File: src/rtl/plic_claim_ctrl_if.sv
// Core-side claim/complete register handshake for plic_claim_ctrl.
// The core (master) holds each request until it sees the matching one-cycle ack.
interface plic_claim_ctrl_if;
  logic       claim_req;
  logic       claim_ack;
  logic [7:0] claim_rdata;
  logic       cmplt_req;
  logic [7:0] cmplt_wdata;
  logic       cmplt_ack;
  logic       cmplt_err;

  modport master (
    output claim_req, cmplt_req, cmplt_wdata,
    input  claim_ack, claim_rdata, cmplt_ack, cmplt_err
  );

  modport slave (
    input  claim_req, cmplt_req, cmplt_wdata,
    output claim_ack, claim_rdata, cmplt_ack, cmplt_err
  );
endinterface

File: src/rtl/plic_claim_ctrl.sv
// PLIC claim/complete sequencer with a LIFO of claimed IDs for nested interrupts.
// Define PLIC_CLAIM_NEST_EN for a NEST_DEPTH-deep stack; otherwise one claim may be outstanding.
module plic_claim_ctrl #(
  parameter int EXT_IRQ_NUM = 31,
  parameter int NEST_DEPTH  = 4
) (
  input  logic                   clk,
  input  logic                   rst,
  plic_claim_ctrl_if.slave       bus,
  input  logic [7:0]             final_id,
  input  logic                   ext_irq,
  output logic [7:0]             claim_id,
  output logic [7:0]             cmplt_id,
  output logic [EXT_IRQ_NUM:0]   ip_clr,
  output logic [3:0]             nest_level,
  output logic                   stack_full
);

`ifdef PLIC_CLAIM_NEST_EN
  localparam int DEPTH = NEST_DEPTH;
`else
  // Single-entry stack, never deeper than configured.
  localparam int DEPTH = (NEST_DEPTH > 1) ? 1 : NEST_DEPTH;
`endif

  localparam logic [7:0] ID_MAX  = 8'(EXT_IRQ_NUM);
  localparam logic [3:0] DEPTH_W = 4'(DEPTH);

  typedef enum logic [1:0] {IDLE, SETTLE, ACK} state_t;

  state_t     state_reg, state_next;
  logic       op_claim_reg, op_claim_next;
  logic       claim_ack, cmplt_ack;

  logic [7:0] mem_reg [DEPTH];
  logic [3:0] sp_reg;
  logic [7:0] top_reg;
  logic       full_reg;
  logic [7:0] rdata_reg;
  logic [7:0] cmplt_id_reg;
  logic       err_reg;

  logic       id_ok, do_push, do_cmplt, do_pop;
  logic [7:0] below_top;

  assign id_ok    = (final_id != 8'd0) && (final_id <= ID_MAX);
  assign do_push  = (state_reg == SETTLE) && ext_irq && id_ok && !full_reg;
  assign do_cmplt = (state_reg == IDLE) && bus.cmplt_req;
  assign do_pop   = do_cmplt && (sp_reg != 4'd0) && (bus.cmplt_wdata == top_reg);

  always_ff @(posedge clk) begin
    if (rst) begin
      state_reg    <= IDLE;
      op_claim_reg <= 1'b0;
    end else begin
      state_reg    <= state_next;
      op_claim_reg <= op_claim_next;
    end
  end

  // Complete has priority; a held claim is picked up on the next IDLE cycle.
  always_comb begin
    state_next    = state_reg;
    op_claim_next = op_claim_reg;
    case (state_reg)
      IDLE: begin
        if (bus.cmplt_req) begin
          state_next    = ACK;
          op_claim_next = 1'b0;
        end else if (bus.claim_req) begin
          state_next    = SETTLE;
          op_claim_next = 1'b1;
        end
      end
      SETTLE:  state_next = ACK;
      ACK:     state_next = IDLE;
      default: state_next = IDLE;
    endcase
  end

  always_comb begin
    claim_ack = (state_reg == ACK) && op_claim_reg;
    cmplt_ack = (state_reg == ACK) && !op_claim_reg;
  end

  // Entry just below the top becomes the new top after a pop.
  always_comb begin
    below_top = 8'd0;
    for (int i = 0; i < DEPTH; i++) begin
      if (sp_reg == 4'(i + 2)) below_top = mem_reg[i];
    end
  end

  always_ff @(posedge clk) begin
    for (int i = 0; i < DEPTH; i++) begin
      if (do_push && sp_reg == 4'(i)) mem_reg[i] <= final_id;
    end
  end

  always_ff @(posedge clk) begin
    if (rst) begin
      sp_reg       <= 4'd0;
      top_reg      <= 8'd0;
      full_reg     <= 1'b0;
      rdata_reg    <= 8'd0;
      cmplt_id_reg <= 8'd0;
      err_reg      <= 1'b0;
    end else begin
      rdata_reg    <= do_push ? final_id : 8'd0;
      cmplt_id_reg <= do_pop ? bus.cmplt_wdata : 8'd0;
      err_reg      <= do_cmplt && !do_pop;
      if (do_push) begin
        sp_reg   <= sp_reg + 4'd1;
        top_reg  <= final_id;
        full_reg <= (sp_reg + 4'd1 == DEPTH_W);
      end else if (do_pop) begin
        sp_reg   <= sp_reg - 4'd1;
        top_reg  <= below_top;
        full_reg <= 1'b0;
      end
    end
  end

  // rdata is non-zero only in the ack cycle of a successful push.
  genvar gi;
  generate
    for (gi = 0; gi <= EXT_IRQ_NUM; gi++) begin : g_ip_clr
      if (gi == 0) begin : g_zero
        assign ip_clr[gi] = 1'b0;
      end else begin : g_id
        assign ip_clr[gi] = claim_ack && (rdata_reg == 8'(gi));
      end
    end
  endgenerate

  assign bus.claim_ack   = claim_ack;
  assign bus.claim_rdata = rdata_reg;
  assign bus.cmplt_ack   = cmplt_ack;
  assign bus.cmplt_err   = err_reg;
  assign claim_id        = top_reg;
  assign cmplt_id        = cmplt_id_reg;
  assign nest_level      = sp_reg;
  assign stack_full      = full_reg;

endmodule

File: src/flat_wrapper.sv
// flat-port wrapper written by rule: the top's interface ports become plain ports
module plic_claim_ctrl_flat 
#(
  parameter int EXT_IRQ_NUM = 31,
  parameter int NEST_DEPTH  = 4
)
  (clk, rst, final_id, ext_irq, claim_id, cmplt_id, ip_clr, nest_level, stack_full, bus_claim_req, bus_cmplt_req, bus_cmplt_wdata, bus_claim_ack, bus_claim_rdata, bus_cmplt_ack, bus_cmplt_err);
  plic_claim_ctrl_if bus_i ();
  input  logic clk;
  input  logic rst;
  input  logic [7:0] final_id;
  input  logic ext_irq;
  output logic [7:0] claim_id;
  output logic [7:0] cmplt_id;
  output logic [EXT_IRQ_NUM:0] ip_clr;
  output logic [3:0] nest_level;
  output logic stack_full;
  input wire logic [$bits(bus_i.claim_req)-1:0] bus_claim_req;
  input wire logic [$bits(bus_i.cmplt_req)-1:0] bus_cmplt_req;
  input wire logic [$bits(bus_i.cmplt_wdata)-1:0] bus_cmplt_wdata;
  output wire logic [$bits(bus_i.claim_ack)-1:0] bus_claim_ack;
  output wire logic [$bits(bus_i.claim_rdata)-1:0] bus_claim_rdata;
  output wire logic [$bits(bus_i.cmplt_ack)-1:0] bus_cmplt_ack;
  output wire logic [$bits(bus_i.cmplt_err)-1:0] bus_cmplt_err;
  assign bus_i.claim_req = bus_claim_req;
  assign bus_i.cmplt_req = bus_cmplt_req;
  assign bus_i.cmplt_wdata = bus_cmplt_wdata;
  assign bus_claim_ack = bus_i.claim_ack;
  assign bus_claim_rdata = bus_i.claim_rdata;
  assign bus_cmplt_ack = bus_i.cmplt_ack;
  assign bus_cmplt_err = bus_i.cmplt_err;
  plic_claim_ctrl #(.EXT_IRQ_NUM(EXT_IRQ_NUM), .NEST_DEPTH(NEST_DEPTH)) u_core (.clk(clk), .rst(rst), .bus(bus_i), .final_id(final_id), .ext_irq(ext_irq), .claim_id(claim_id), .cmplt_id(cmplt_id), .ip_clr(ip_clr), .nest_level(nest_level), .stack_full(stack_full));
endmodule
File: config.mk
export PLATFORM = sky130hd
export DESIGN_NAME = plic_claim_ctrl_flat
export DESIGN_NICKNAME = d
export VERILOG_FILES = /design/src/rtl/plic_claim_ctrl_if.sv /design/src/rtl/plic_claim_ctrl.sv /design/src/flat_wrapper.sv
export SDC_FILE = /design/constraint.sdc
export NUM_CORES = 1
export LEC_CHECK = 0
export ABC_AREA = 1
export CORE_AREA = 2 2 100 78
export CTS_BUF_LIST = sky130_fd_sc_hd__clkbuf_8
export DETAILED_ROUTE_END_ITERATION = 10
export DIE_AREA = 0 0 102 80
export GPL_TIMING_DRIVEN = 0
export PLACE_DENSITY = 0.67
export SLEW_MARGIN = 25
export SYNTH_ARGS = -nofsm -noshare
export SYNTH_HDL_FRONTEND = slang
export SYNTH_SLANG_ARGS = --single-unit
File: constraint.sdc
create_clock -name clk -period 1.9 [get_ports clk]
set_input_delay 0.285 -clock clk [delete_from_list [all_inputs] [get_ports clk]]
set_output_delay 0.285 -clock clk [all_outputs]
set_load 0.005 [all_outputs]
* Word-level counts from Yosys, hierarchy flattened
Memory sizes are Yosys's and may differ from the RTL's.
Cells that the tools add are included.
** Storage, ports and cells
- Bits in registers :: 33
- RAM bits :: 8
- Input bits :: 21
- Word-level logic and storage cells :: 119
- Memories kept :: 1
** Cells by class
- Add/subtract/negate cells :: 2
- $lt $le $gt $ge :: 1
- Equality and inequality tests :: 37
- Multiplexer cells :: 14
- Bitwise logic cells :: 2
- Reductions and logical operators :: 54
** Memories
- u_core.mem_reg :: words 1, width 8, rd ports 1, clocked after memory_dff 0, wr ports 1, RTL line plic_claim_ctrl.sv:35 : logic [7:0] mem_reg [DEPTH];
** Operators by type and width (number)
- equality test 8 x 5 -> 1 bit, second input constant :: 16
- equality test 8 x 4 -> 1 bit, second input constant :: 8
- logical AND 1 bit :: 42
- equality test 8 x 3 -> 1 bit, second input constant :: 4
- two-way mux 8 bit :: 3
- equality test 8 x 2 -> 1 bit, second input constant :: 2
- equality test 8 x 1 -> 1 bit, second input constant :: 1
- equality test 8 bit :: 1
- <= comparator 8 x 5 -> 1 bit, second input constant :: 1
- two-way mux 4 bit :: 2
- nonzero test 8 bit :: 1
- two-way mux 1 bit :: 6
- adder 4 x 1 -> 4 bit, second input constant :: 1
- equality test 4 x 1 -> 1 bit, second input constant :: 1
- equality test 4 x 2 -> 1 bit, second input constant :: 1
- logical NOT 4 bit :: 1
- two-way mux 2 bit :: 2
- case mux 2 bit (2 select lines) :: 1
- nonzero test 2 bit :: 2
- nonzero test 4 bit :: 1
- OR reduction 2 bit :: 2
- subtractor 4 x 1 -> 4 bit, second input constant :: 1
- logical NOT 1 bit :: 3
- != test 3 bit, second input constant :: 1
- 5 further kinds :: 6

* Logic depth before layout (Yosys ltp)
Gate-level depths: netlist of run 1.
- Word-level depth :: 7
- Gate-level depth with buffers :: 10
- Mapped depth without buffers :: 10

* Least setup slack after synthesis of run 1
No wires, ideal clock.
- Path type :: register -> register
- Start point :: reg u_core.state_reg[0]
- End point :: mem u_core.mem_reg[0][0], enable pin
- Data arrival time :: 1.339 ns
- Data required time :: 1.530 ns
- Path slack :: 0.191 ns
- Cell stages (with the launch flop) :: 6
- Path buffers :: 1
- Period minus slack after synthesis :: 1.709 ns
- Cells stage by stage :: dfxtp_1 > nand3_2 > nor2_4 > nand2_4 > buf_2 > nor2_1
** On the way
- Longest elaborated chain between the ends :: 7
** Ends and longest elaborated chain
- start: declaration :: RTL line plic_claim_ctrl.sv:31 : state_t state_reg, state_next;
- start signal: assignment :: RTL line plic_claim_ctrl.sv:56 : state_reg <= state_next;
- equality test 2 x 1 -> 1 bit :: RTL line plic_claim_ctrl.sv:47 : assign do_push = (state_reg == SETTLE) && ext_irq && id_ok && !full_reg;
- logical AND 1 bit (3 in series) :: RTL line plic_claim_ctrl.sv:47
- logical AND 1 bit :: RTL line plic_claim_ctrl.sv:96 : if (do_push && sp_reg == 4'(i)) mem_reg[i] <= final_id;
- two-way mux 1 bit :: RTL line plic_claim_ctrl.sv:96
- two-way mux 1 bit (implied by the code) :: RTL line plic_claim_ctrl.sv:96
- end: declaration :: RTL line plic_claim_ctrl.sv:35
No other way between the ends.

* Final worst setup path of run 1
- Start point :: reg u_core.op_claim_reg
- End point :: out ip_clr[1]
** On the way
- Longest elaborated chain between the ends :: 2
** Ends and longest elaborated chain
- start: declaration :: RTL line plic_claim_ctrl.sv:32 : logic op_claim_reg, op_claim_next;
- start signal: assignment :: RTL line plic_claim_ctrl.sv:57 : op_claim_reg <= op_claim_next;
- logical AND 1 bit :: RTL line plic_claim_ctrl.sv:82 : claim_ack = (state_reg == ACK) && op_claim_reg;
- logical AND 1 bit :: RTL line plic_claim_ctrl.sv:131 : assign ip_clr[gi] = claim_ack && (rdata_reg == 8'(gi));
- end: declaration :: RTL line flat_wrapper.sv:15 : output logic [EXT_IRQ_NUM:0] ip_clr;
No other way between the ends.

==> reports/qor.csv, run 1 <==
stage,metric,value,unit
run_status,status,finished with violations,
run_status,violations,setup timing,
timing,fin_tns_setup,-0.0744,ns
route,vias,2131,
floorplanning,start_util,0.295,
grt,track_usage,0.149,
synthesis,synth.avg_cell_area,7.09,um^2
timing,rsz0062_at_grt,yes,
timing,drv_slew,0,
clocking,cts_buffers,5,
worst_setup_path,path_class,register to primary output,
route,firstDrtPassIters,4,
floorplanning,core,7160,um^2
worst_setup_path,worst_setup_path_end_kind,primary output,
synthesis,synthesis.area,2110,um^2
layout,drive_gt1_frac,0.242,
synthesis,synth_seq_area_share,0.427,
timing,clock.fmax,0.521,GHz
layout,postLayoutCellArea,3250,um^2
clocking,cts_sinks,41,
synthesis,synthCells,298,
worst_setup_path,cp_max_fo,5,
grt,antenna_found_initial,0,
synthesis,yosysWarningCount,0,
placed_design,placed_area,3070,um^2
layout,final_cells,502,
synthesis,synth_top_area_share,0.313,
clocking,htreeDepth,2,
worst_setup_path,required,1.62,ns
clocking,ctsHoldBuffers,0,
worst_setup_path,worstPathArrival,1.63,ns
placed_design,post-place-ws,-0.583,ns
grt,grt_pass1_vias,2054,
floorplanning,ios,85,
pwr,ir_worst_vdd,316,uV
route,route.detailed.drc,0,
synthesis,ys_ff_latch,41,
floorplanning,row_count,27,
route,post_drt_wl_per_cell,11.7,um
floorplanning,fp.dieH,80,um
placed_design,io_buffers,82,
timing,setup_viol,4,
layout,antenna_cells,0,
layout,nets,425,
synthesis,netlist.top_cell.by_area,dfxtp_1,
clocking,clk_latency,0.30,ns
timing,worst_slack,-0.0200,ns
clocking,clk_path_buf_depth,2,
synthesis,synth_area_leaders,"dfxtp_1 31%, nor2_1 12%, nand2_1 12%",
route,ant_nets,0,
synthesis,ys_types,29,
clocking,path_clk_slew,0.08,ns
worst_hold_path,hold_class,input port to register,
route,drt_wl_total,5860,um
timing,hold_violations,0,
route,drt_iter0_drc,113,
pwr,pwr_density_cell,586,nW/um^2
grt,grt-ovfl-total,0,
clocking,cts-root-buf,clkbuf_8,
pwr,total_leakage_power,1.42,nW
layout,area_growth_syn_to_layout,53.7,%
route,vias_per_cell,4.25,
grt,grt_max_degree,15,
worst_setup_path,worstSetupStartpointType,register,
placed_design,place_congestion,0.888,
timing,finalClockSkew,0.00815,ns
floorplanning,die_x,102,um
run,max_cap_viol_count,0,
grt,grt_pass1_wl,9550,um
clocking,cts_tree,built,
placed_design,dp_hpwl,4450,um
timing,period_share,1.01,
timing,min_period,1.92,ns
floorplanning,dieArea,8160,um^2
placed_design,dp.cells,484,
[layer usage]
metal,GRT usage,up-vias,share of wire
li1,-,1116,-
met4,0.0307,0,0.0043
met2,0.230,58,0.43
met5,0,-,0
met3,0.0543,2,0.068
met1,0.200,955,0.49
[cell type report]
type,instances,area (um^2)
Timing Repair Buffer,92,759
Tap cell,101,126
Fill cell,756,3920
Inverter,46,175
Clock buffer,5,68.8
Multi-Input combinational cell,207,1090
Clock inverter,3,68.8
Buffer,7,53.8
Sequential cell,41,905
[placed cells by master (no fill, tap or decap), drive strengths merged]
cell / n
dfxtp: 33
nand4: 2
buf: 39
bufinv: 2
xor2: 4
conb: 4
nand3: 26
a21oi: 9
clkbuf: 13
edfxtp: 8
dlygate4sd2: 1
ha: 4
nor3: 9
clkdlybuf4s50: 51
a211oi: 2
nand2: 71
nor2: 71
inv: 46
clkinv: 1
o21ai: 5
[cell usage after synthesis]
master	n
a211oi_1	2
a21oi_1	6
a21oi_2	3
buf_2	2
buf_4	1
buf_6	2
clkbuf_1	2
clkinv_1	1
conb_1	1
dfxtp_1	33
edfxtp_1	8
ha_1	4
inv_1	41
inv_2	4
nand2_1	66
nand2_2	3
nand2_4	2
nand3_1	23
nand3_2	2
nand3_4	1
nand4_1	1
nand4_2	1
nor2_1	68
nor2_4	3
nor3_1	8
nor3_4	1
o21ai_0	3
o21ai_1	2
xor2_1	4
[cell families after synthesis]
kind of cell               count (synthesis)  share of synthesized area
AOI/OAI and AO/OA                         16                     0.0456
buffers and inverters                     53                      0.104
xor gates and xnor gates                   4                     0.0166
and+or+nand+nor                          179                      0.382
DFF                                       41                      0.427
adders and majority gates                  4                     0.0237
other                                      1                    0.00178
[what timing repair did]
action                     in CTS  in global routing
setup endpoints to repair      39                 57
setup buffers                   8                  2
pin swaps                       6                  3
resized for setup             122                 31
gates cloned                    1                  0
[metrics by stage]
| stage | hold slack [ns] | power (mW) | utilization |
|---|---|---|---|
| global route | 0.359 | 1.98 | 0.453 |
| detailed placement | 0.471 | 1.05 | 0.429 |
| floorplan | 0.364 | 0.981 | - |
| finish | 0.334 | 1.90 | 0.453 |
| CTS | 0.335 | 1.92 | 0.449 |
| global placement | 0.460 | 1.05 | 0.429 |
[report_power, final]
part / switching (mW) / internal (mW) / total (mW) / leakage, nW
clock network: 0.327 / 0.529 / 0.857 / 0.0687
logic: 0.0677 / 0.0740 / 0.142 / 1.01
registers: 0.00777 / 0.896 / 0.903 / 0.341
total: 0.403 / 1.50 / 1.90 / 1.42
[path summary, 6_finish.rpt]
path              slack (ns)                 from              endpoint  cells after the start
setup reg to reg        0.17  u_core.state_reg[1]  u_core.mem_reg[0][7]                      7
hold / removal          0.33                  rst  u_core.nest_level[1]                      2
hold reg to reg         0.51  u_core.op_claim_reg   u_core.op_claim_reg                      2
setup / recovery       -0.02  u_core.op_claim_reg             ip_clr[1]                      8
[critical path: stages (launching register included)]
cell and delay [ns]:
dfxtp_2 0.34, inv_2 0.05, nor3_4 0.25, nand4_4 0.14, buf_6 0.15, buf_6 0.12
buf_6 0.12, nor2_4 0.07, buf_2 0.11
Note: power is estimated with default switching activity, not from simulation.
==> run 2: changes to the inputs <==
--- a/config.mk
+++ b/config.mk
@@ -5,13 +5,12 @@
 export SDC_FILE = /design/constraint.sdc
 export NUM_CORES = 1
 export LEC_CHECK = 0
-export ABC_AREA = 1
-export CORE_AREA = 2 2 100 78
+export CORE_AREA = 2 2 94 73
 export CTS_BUF_LIST = sky130_fd_sc_hd__clkbuf_8
 export DETAILED_ROUTE_END_ITERATION = 10
-export DIE_AREA = 0 0 102 80
+export DIE_AREA = 0 0 96 75
 export GPL_TIMING_DRIVEN = 0
-export PLACE_DENSITY = 0.67
+export PLACE_DENSITY = 0.7
 export SLEW_MARGIN = 25
 export SYNTH_ARGS = -nofsm -noshare
 export SYNTH_HDL_FRONTEND = slang
==> reports/qor.csv, run 2 <==
stage,metric,value,unit
layout,nets,354,
route,ant_nets,0,
worst_setup_path,r2r_start,u_core.nest_level[0],
layout,area_growth_syn_to_layout,81.0,%
synthesis,synthCells,208,
run_status,status,finished with violations,
worst_setup_path,path_class,register to primary output,
placed_design,io_buffers,83,
worst_setup_path,cp_max_fo,6,
timing,worst_slack,-0.457,ns
synthesis,synth-edff-count,8,
worst_setup_path,worstSetupStartpointType,register,
worst_setup_path,r2r_cells,8,
floorplanning,dieArea,7200,um^2
grt,grt-busiest-layer,met2,
synthesis,synth_area_leaders,"dfxtp_1 36%, edfxtp_1 13%, nor2_1 7.1%",
pwr,pwr_density_cell,481,nW/um^2
run,max_cap_viol_count,0,
worst_setup_path,required,1.62,ns
timing,rsz0062_at_grt,yes,
layout,final_cell_mix,"48 x clkdlybuf4s50_1, 29 x buf_2, 28 x dfxtp_1",
synthesis,synth.avg_cell_area,8.88,um^2
worst_setup_path,worst_setup_path_end_kind,primary output,
floorplanning,start_util,0.297,
timing,period_share,1.24,
timing,setup_viol,42,
route,vias_per_cell,4.97,
run_status,violations,setup timing,
timing,finalClockSkew,0.00911,ns
synthesis,yosysMostFrequentCell,nor2_1,
clocking,cts_tree,built,
synthesis,async_flop_share,0,
timing,slew_headroom,0.620,
timing,hold_violations,0,
grt,track_usage,0.163,
synthesis,yosysWarningCount,0,
placed_design,place_congestion,0.882,
route,drt_wl_total,6780,um
worst_hold_path,hold_class,input port to register,
synthesis,synthesis.area,1850,um^2
pwr,ir_worst_vdd,344,uV
layout,fill_cells,536,
route,vias,2043,
route,firstDrtPassIters,4,
clocking,clk_latency,0.30,ns
synthesis,synth_seq_area_share,0.488,
grt,grt_pass1_vias,1800,
clocking,ctsHoldBuffers,0,
worst_setup_path,worstPathArrival,2.07,ns
worst_setup_path,rrSetupSlack,-0.18,ns
floorplanning,row_count,25,
clocking,clk_path_buf_depth,2,
worst_hold_path,holdPathEnd,u_core.mem_reg[0][2],
grt,grtUsageMet2,0.255,
synthesis,synth_top_area_share,0.358,
timing,min_period,2.36,ns
floorplanning,die_x,96,um
floorplanning,fp.dieH,75,um
placed_design,dp_hpwl,4200,um
clocking,cts_sinks,41,
layout,multi_input_area,1210,um^2
worst_hold_path,whs_path_depth,1,
timing,fin_tns_setup,-10.67,ns
synthesis,ys_ff_latch,41,
layout,final_common_cell,clkdlybuf4s50_1,
route,route.detailed.drc,0,
timing,worstMarginPinSlew,0.569,ns
worst_setup_path,r2r_end,u_core.claim_id[1],
synthesis,ys.flop_type,dfxtp_1,
route,post_drt_wl_per_cell,16.5,um
grt,met1_usage,0.217,
grt,antenna_found_initial,0,
synthesis,netlist.top_cell.by_area,dfxtp_1,
timing,drv_slew,0,
clocking,path_clk_slew,0.08,ns
clocking,cts_buffers,5,
layout,drive_gt1_frac,0.403,
pwr,finalPower,1.61,mW
floorplanning,ios,85,
pwr,total_leakage_power,1.35,nW
route,drt_iter0_drc,124,
layout,seqCellArea,915,um^2
synthesis,ys_types,41,
worst_hold_path,worstHoldStart,final_id[2],
grt,met3_usage,0.0460,
grt,grt_pass1_wl,9000,um
floorplanning,core,6220,um^2
grt,grt-ovfl-total,0,
timing,clock.fmax,0.424,GHz
clocking,cts-root-buf,clkbuf_8,
grt,grt_max_degree,14,
clocking,htreeDepth,2,
synthesis,yosys-top-cells-count,"35 x nor2_1, 33 x dfxtp_1, 14 x and3_1, 14 x nand2_1, 11 x nor3_1",
layout,antenna_cells,0,
run 2: through the flow:
step	worst slack [ns]	util	cells	hold slack (ns)	instance area [um^2]
global route	-0.522	0.537	411	0.280	3340
CTS	-0.587	0.497	402	0.376	3090
detailed placement	-0.831	0.451	375	0.492	2810
global placement	-0.790	0.451	375	0.479	2810
finish	-0.457	0.537	411	0.271	3340
floorplan	-0.0352	-	211	0.362	1880
run 2: power by group:
part / switching, mW / total, mW / internal (mW)
Clock: 0.318 / 0.572 / 0.254
Combinational: 0.0642 / 0.138 / 0.0734
Sequential: 0.00748 / 0.899 / 0.892
Total: 0.390 / 1.61 / 1.22
run 2: how the worst max path moves through the flow:
| stage | from | endpoint | depth (start not counted) |
|---|---|---|---|
| after global placement | final_id[5] | u_core.mem_reg[0][2] | 6 |
| final | u_core.state_reg[0] | ip_clr[8] | 6 |
| after CTS | u_core.state_reg[0] | ip_clr[8] | 6 |
| after detailed placement | final_id[5] | u_core.mem_reg[0][2] | 6 |
| after floorplan | u_core.nest_level[0] | u_core.nest_level[1] | 7 |
| after global routing | u_core.state_reg[0] | ip_clr[26] | 5 |
run 2: layout make-up:
type	instances	share of cell area
clock buffer	5	0.0206
timing repair buffer	115	0.289
tap	81	0.0303
inverter	6	0.00824
sequential	41	0.274
multi-input combinational	154	0.362
clock inverter	3	0.00524
buffer	6	0.0112
run 2: worst max-delay path, cell delays in order, from the launching register on:
cell      delay, ns
dfxtp_2        0.33
nand3b_1       0.17
or4_4          0.49
or3_4          0.43
buf_6          0.14
nor3_2         0.09
buf_2          0.14
run 2: cells by family (layout without fill, tap and decap cells):
group / after synthesis / after routing / synth area share
simple gates: 107 / 107 / 0.289
flops: 41 / 41 / 0.488
compound gates: 27 / 27 / 0.102
buf+inv: 16 / 135 / 0.0352
xor+xnor: 12 / 12 / 0.0569
fa+ha+maj: 4 / 4 / 0.0271
other cells: 1 / 4 / 0.00203
run 2: timing repair:
item	in CTS	in global routing
pin swaps	30	35
setup endpoints to repair	61	53
gates resized for setup	172	50
gates cloned	0	1
setup buffers	20	12
run 2: routing by layer:
layer / up-vias / part of all wire
met2: 78 / 0.51
met1: 991 / 0.42
li1: 969 / -
met3: 5 / 0.064
met5: - / 0
met4: 0 / 0.0087
